[src/rtl/systolic_feeder.sv]
// systolic_feeder: buffers one NxN activation matrix A and one NxN weight
// matrix W, then streams them diagonally skewed into the edge of the MAC
// array. Zeros follow the last slice so the array can drain. A one-cycle
// done pulse closes each run.
module systolic_feeder #(
  parameter int N     = 4,
  parameter int DW    = 8,
  parameter int FLUSH = 7
) (
  input  logic                   clk,
  input  logic                   reset,
  input  logic                   wr_en,
  input  logic                   wr_sel,
  input  logic [$clog2(N*N)-1:0] wr_addr,
  input  logic [DW-1:0]          wr_data,
  input  logic                   start,
  output logic                   busy,
  output logic                   done,
  output logic                   valid,
  output logic [N*DW-1:0]        a_out,
  output logic [N*DW-1:0]        wt_out
);

  localparam int AW = $clog2(N*N);
  localparam int TW = $clog2(2*N);
  localparam int CW = (FLUSH > 1) ? $clog2(FLUSH) : 1;

  typedef enum logic [1:0] {S_IDLE, S_FEED, S_FLUSH, S_DONE} state_t;

  state_t          state_q;
  logic [TW-1:0]   t_q;
  logic [CW-1:0]   cnt_q;
  logic            busy_q;
  logic            done_q;
  logic            valid_q;
  logic [N*DW-1:0] aOut_q;
  logic [N*DW-1:0] wtOut_q;

  logic [DW-1:0]   aBuf_q [N*N];
  logic [DW-1:0]   wBuf_q [N*N];
  logic [DW-1:0]   aBuf_d [N*N];
  logic [DW-1:0]   wBuf_d [N*N];

  logic [TW-1:0]   sliceT;
  logic [N*DW-1:0] aSlice;
  logic [N*DW-1:0] wSlice;

  assign busy   = busy_q;
  assign done   = done_q;
  assign valid  = valid_q;
  assign a_out  = aOut_q;
  assign wt_out = wtOut_q;

  // Buffer next state: writes land only while idle; the updated view is also what slice 0 reads, so a write paired with start is streamed.
  always_comb begin
    aBuf_d = aBuf_q;
    wBuf_d = wBuf_q;
    if (state_q == S_IDLE && wr_en) begin
      if (wr_sel) wBuf_d[wr_addr] = wr_data;
      else        aBuf_d[wr_addr] = wr_data;
    end
  end

  // Matrix buffer storage, cleared by reset so an aborted run leaves nothing behind.
  always_ff @(posedge clk or posedge reset) begin
    if (reset) begin
      for (int i = 0; i < N*N; i++) begin
        aBuf_q[i] <= '0;
        wBuf_q[i] <= '0;
      end
    end else begin
      aBuf_q <= aBuf_d;
      wBuf_q <= wBuf_d;
    end
  end

  // Build the skewed slice that the coming edge loads: lane i gets A[i][t-i] and W[t-i][i] while t-i lies inside the matrix.
  always_comb begin
    sliceT = (state_q == S_IDLE) ? '0 : t_q + 1'b1;
    aSlice = '0;
    wSlice = '0;
    for (int i = 0; i < N; i++) begin
      if (int'(sliceT) >= i && int'(sliceT) - i < N) begin
        aSlice[i*DW +: DW] = aBuf_d[AW'(i*N + int'(sliceT) - i)];
        wSlice[i*DW +: DW] = wBuf_d[AW'((int'(sliceT) - i)*N + i)];
      end
    end
  end

  // Run sequencer with registered outputs: feed 2N-1 slices, hold zeros for FLUSH cycles, pulse done, return to idle.
  always_ff @(posedge clk or posedge reset) begin
    if (reset) begin
      state_q <= S_IDLE;
      t_q     <= '0;
      cnt_q   <= '0;
      busy_q  <= 1'b0;
      done_q  <= 1'b0;
      valid_q <= 1'b0;
      aOut_q  <= '0;
      wtOut_q <= '0;
    end else begin
      done_q <= 1'b0;
      case (state_q)
        S_IDLE: begin
          if (start) begin
            state_q <= S_FEED;
            t_q     <= '0;
            busy_q  <= 1'b1;
            valid_q <= 1'b1;
            aOut_q  <= aSlice;
            wtOut_q <= wSlice;
          end
        end
        S_FEED: begin
          if (t_q == TW'(2*N-2)) begin
            state_q <= S_FLUSH;
            cnt_q   <= CW'(FLUSH-1);
            valid_q <= 1'b0;
            aOut_q  <= '0;
            wtOut_q <= '0;
          end else begin
            t_q     <= t_q + 1'b1;
            aOut_q  <= aSlice;
            wtOut_q <= wSlice;
          end
        end
        S_FLUSH: begin
          if (cnt_q == '0) begin
            state_q <= S_DONE;
            done_q  <= 1'b1;
          end else begin
            cnt_q <= cnt_q - 1'b1;
          end
        end
        S_DONE: begin
          state_q <= S_IDLE;
          busy_q  <= 1'b0;
        end
        default: begin
          state_q <= S_IDLE;
        end
      endcase
    end
  end

endmodule
[config.mk]
export PLATFORM = sky130hd
export DESIGN_NAME = systolic_feeder
export DESIGN_NICKNAME = d
export VERILOG_FILES = /design/src/rtl/systolic_feeder.sv
export SDC_FILE = /design/constraint.sdc
export NUM_CORES = 1
export LEC_CHECK = 0
export ABC_CLOCK_PERIOD_IN_PS = 29000
export BUFFER_PORTS_ARGS = -buffer_cell sky130_fd_sc_hd__buf_2
export CAP_MARGIN = 20
export CORE_UTILIZATION = 25
export CTS_BUF_LIST = sky130_fd_sc_hd__clkbuf_16
export DETAILED_ROUTE_END_ITERATION = 7
export GPL_ROUTABILITY_DRIVEN = 0
export GPL_TIMING_DRIVEN = 0
export PLACE_DENSITY_LB_ADDON = 0.3
export SLEW_MARGIN = 20
export SYNTH_ARGS = -nofsm -noshare
export SYNTH_HDL_FRONTEND = slang
export SYNTH_SLANG_ARGS = --single-unit
[constraint.sdc]
create_clock -name clk -period 29 [get_ports clk]
set_clock_uncertainty 0.05 [all_clocks]
set_input_delay 2.9 -clock clk [delete_from_list [all_inputs] [get_ports clk]]
set_output_delay 2.9 -clock clk [all_outputs]
set_load 0.01 [all_outputs]
==> results.md <==
- Post-Synthesis Cell Area: 16,800 um^2
- Most frequent CP cell: clkbuf_1
- Worst-margin pin slew: 1.20 ns
- DR DRC count: 12
- TritonCTS Buffers: 39
- Final setup margin: 22.67 ns
- Critical path class: flip-flop to flip-flop
- Vias in the first global route: 14.9k
- GRT Overall Usage: 21.0%
- Overall die height: 261 um
- Clk slew on worst S/H paths: 0.06 ns
- Rel. slew slack: 19.7%
- Failing checks: design-rule violations
- Via count: 14.9k
- Hold path start: wBuf_q[4]$_DFF_PP0_
- Tmin final: 6.33 ns
- Area grow syn2layout: 16.9%
- Synthesized area per cell: 10.1 um^2
- CTS max path bufs: 3
- EDFF count, synth: 0
- Count of cell types in the netlist: 69
- Tcrit/Tclk final: 21.8%
- CTS resizes: 0
- Slowest CP cell: clkbuf_1
- Setup TNS: 0 ns
- Hold Path Class: flip-flop to flip-flop
- Status: finished with violations
- Hold path cells: 2
- Hold endpoint: wBuf_q[4]$_DFF_PP0_
- CP peak stage delay: 0.78 ns
- DRC marker count from the first detailed-route iteration: 1,803
- Data required time at the worst endpoint: 29.33 ns
- Main synth FF type: dfrtp_1
- CTS tree: done
- Core Region: 66,100 um^2
- Clk_lat worst skew: 0.58 ns
- Htree depth: 2
- Initial core utilization: 25.4%
- Critical Path Start Type: flip-flop
- Drt total wl: 71,600 um
- Die ar.: 68,100 um^2
- Final net count: 1,818
- Max rail drop VDD: 59.7 uV
- CP Data Arrival Time: 6.67 ns
- Seq/Total Area, Yosys: 49.4%
- Postcts setup bufs: 0
- Final HPWL DP: 51,400 um
- GRT overflow: 0
- Post-place setup slack: 22.73 ns
- Crit Path Max Fanout: 14
- Max Clock Freq: 158 MHz
- Hold_buf cts: 0
- First-pass detailed-route iteration total: 7
- Std-Cell Rows: 94
- Die width: 261 um
- Largest net degree at the start of global routing: 100
- RR Endpoint: a_out[12]$_DFFE_PP0P_
- Drt via density: 5.55
- Cell count of the worst reg-to-reg path: 14
- Post-synth ARST share: 100%
- R2R Setup Slk: 22.67 ns
- Leak pwr: 0.00907 uW
- Synth warnings: 0
- Final Hold Viols: 0
- Seq cells post-synth: 331
- Global-route wire length before repair: 104,000 um
- Share of layout cells above drive strength 1: 19.8%
- IO buf count: 81
- Critical path cell sequence: buf_2 -> inv_1 -> ha_1 -> or2_2 -> clkbuf_1 -> buf_1 -> clkbuf_1 -> ha_1 -> clkbuf_1 -> clkbuf_1 -> clkbuf_1 -> o21ai_0 -> a21oi_1 -> o2111ai_1
- Final setup viols: 0
- RSZ-0062 raised after global routing: false
- Root buffer cell: clkbuf_16
- Clock sinks: 331
- Mapped Nets: 1,688
- MaxCap Viol Count: 0
- ANT nets after route: 0
- Critical R2R Launch: t_q[0]$_DFFE_PP0P_
- Wire per inst: 26.7 um
- Cells after synthesis: 1,654
- Pwr Total: 2410 uW
- Final Max Tran Viols: 0
- Fin util: 29.7%
- Worst setup EP type: flip-flop
- Leading cell type in the layout, fill and taps excluded: dfrtp_1
- Boundary Pins: 84
- Initial antenna violation count: 6
- Pwr dens: 123 nW/um^2
- Most frequent cells in the layout: 331 x dfrtp_1, 233 x nand2_1, 178 x mux2_2
-- cell families (layout without fill, tap and decap cells) --
family	Yosys count	after routing	synth area share, %
other	0	2	0
multiplexers	227	227	15.1
XOR/XNOR	3	3	0.157
AND/OR/NAND/NOR	502	502	13.7
AO/OA/AOI/OAI	387	387	16.0
flip-flops	331	331	49.4
adder cells (fa/ha/maj)	17	17	1.27
buffers and inverters	187	347	4.36
-- registers in the layout, indices dropped and copies added, names as in the netlist --
signal	flops
aBuf_q	128
a_out	32
busy	1
cnt_q	3
done	1
state_q	2
t_q	3
valid	1
wBuf_q	128
wt_out	32
-- cell usage after synthesis, types with 16 or more instances --
library cell	instances	area share, %
a22o_1	16	0.84
dfrtp_1	331	49
o21ai_0	92	2.7
nor2_1	78	1.7
mux2_2	178	12
nand2_1	233	5.2
nor3_1	79	2.4
o211ai_1	25	1.1
ha_1	17	1.3
a221o_1	16	0.96
inv_1	48	1.1
nand3_1	34	1.0
o22ai_1	59	2.2
clkbuf_1	116	2.6
mux2i_1	42	2.5
a21oi_1	39	1.2
-- metrics by stage --
stage,instances,area (um^2),hold slack [ns]
detailed placement,2606,18400,0.416
CTS,2677,19600,0.431
floorplan,1654,16800,0.387
global placement,2599,18300,0.407
global route,2678,19600,0.452
finish,2680,19600,0.429
-- metal layers --
| metal | wire [um] | part of all wire, % | global-route usage (%) |
|---|---|---|---|
| met1 | 28800 | 40 | 27.0 |
| met2 | 30900 | 43 | 31.3 |
| met3 | 7290 | 10 | 5.94 |
| met4 | 4530 | 6.3 | 12.4 |
| met5 | 47 | 0.066 | 0 |
-- power breakdown --
part / internal, uW / switching (uW) / leakage (uW)
combinational: 399 / 872 / 0.00402
sequential: 594 / 79.7 / 0.00443
clock: 262 / 206 / 0.000615
total: 1260 / 1160 / 0.00907
-- layout make-up --
type	count	area [um^2]
repair buffers	89	541
multi-input cells	1136	7780
diodes	2	5.00
clock buffers	39	976
inverters	50	195
clock inverters	32	199
flip-flops and latches	331	8280
fillers	6938	46500
well taps	864	1080
plain buffers	137	544
-- worst max-delay path: cells and delay by family, from the launching register on --
| kind | cells | cell delay (ns) |
|---|---|---|
| compound gates | 3 | 0.94 |
| fa+ha+maj | 2 | 0.64 |
| flops | 1 | 0.35 |
| simple gates | 1 | 0.14 |
| buf+inv | 8 | 4.01 |
-- worst max-delay path by stage --
| stage | cells after the start | to | start |
|---|---|---|---|
| floorplan | 1 | aBuf_q[0]$_DFF_PP0_ | reset |
| global placement | 2 | wt_out[4]$_DFFE_PP0P_ | reset |
| detailed placement | 8 | a_out[10]$_DFFE_PP0P_ | wr_addr[0] |
| CTS | 15 | a_out[13]$_DFFE_PP0P_ | t_q[0]$_DFFE_PP0P_ |
| global route | 15 | a_out[12]$_DFFE_PP0P_ | t_q[0]$_DFFE_PP0P_ |
| finish | 14 | a_out[12]$_DFFE_PP0P_ | t_q[0]$_DFFE_PP0P_ |
Note: power is estimated with default switching activity, not from simulation.
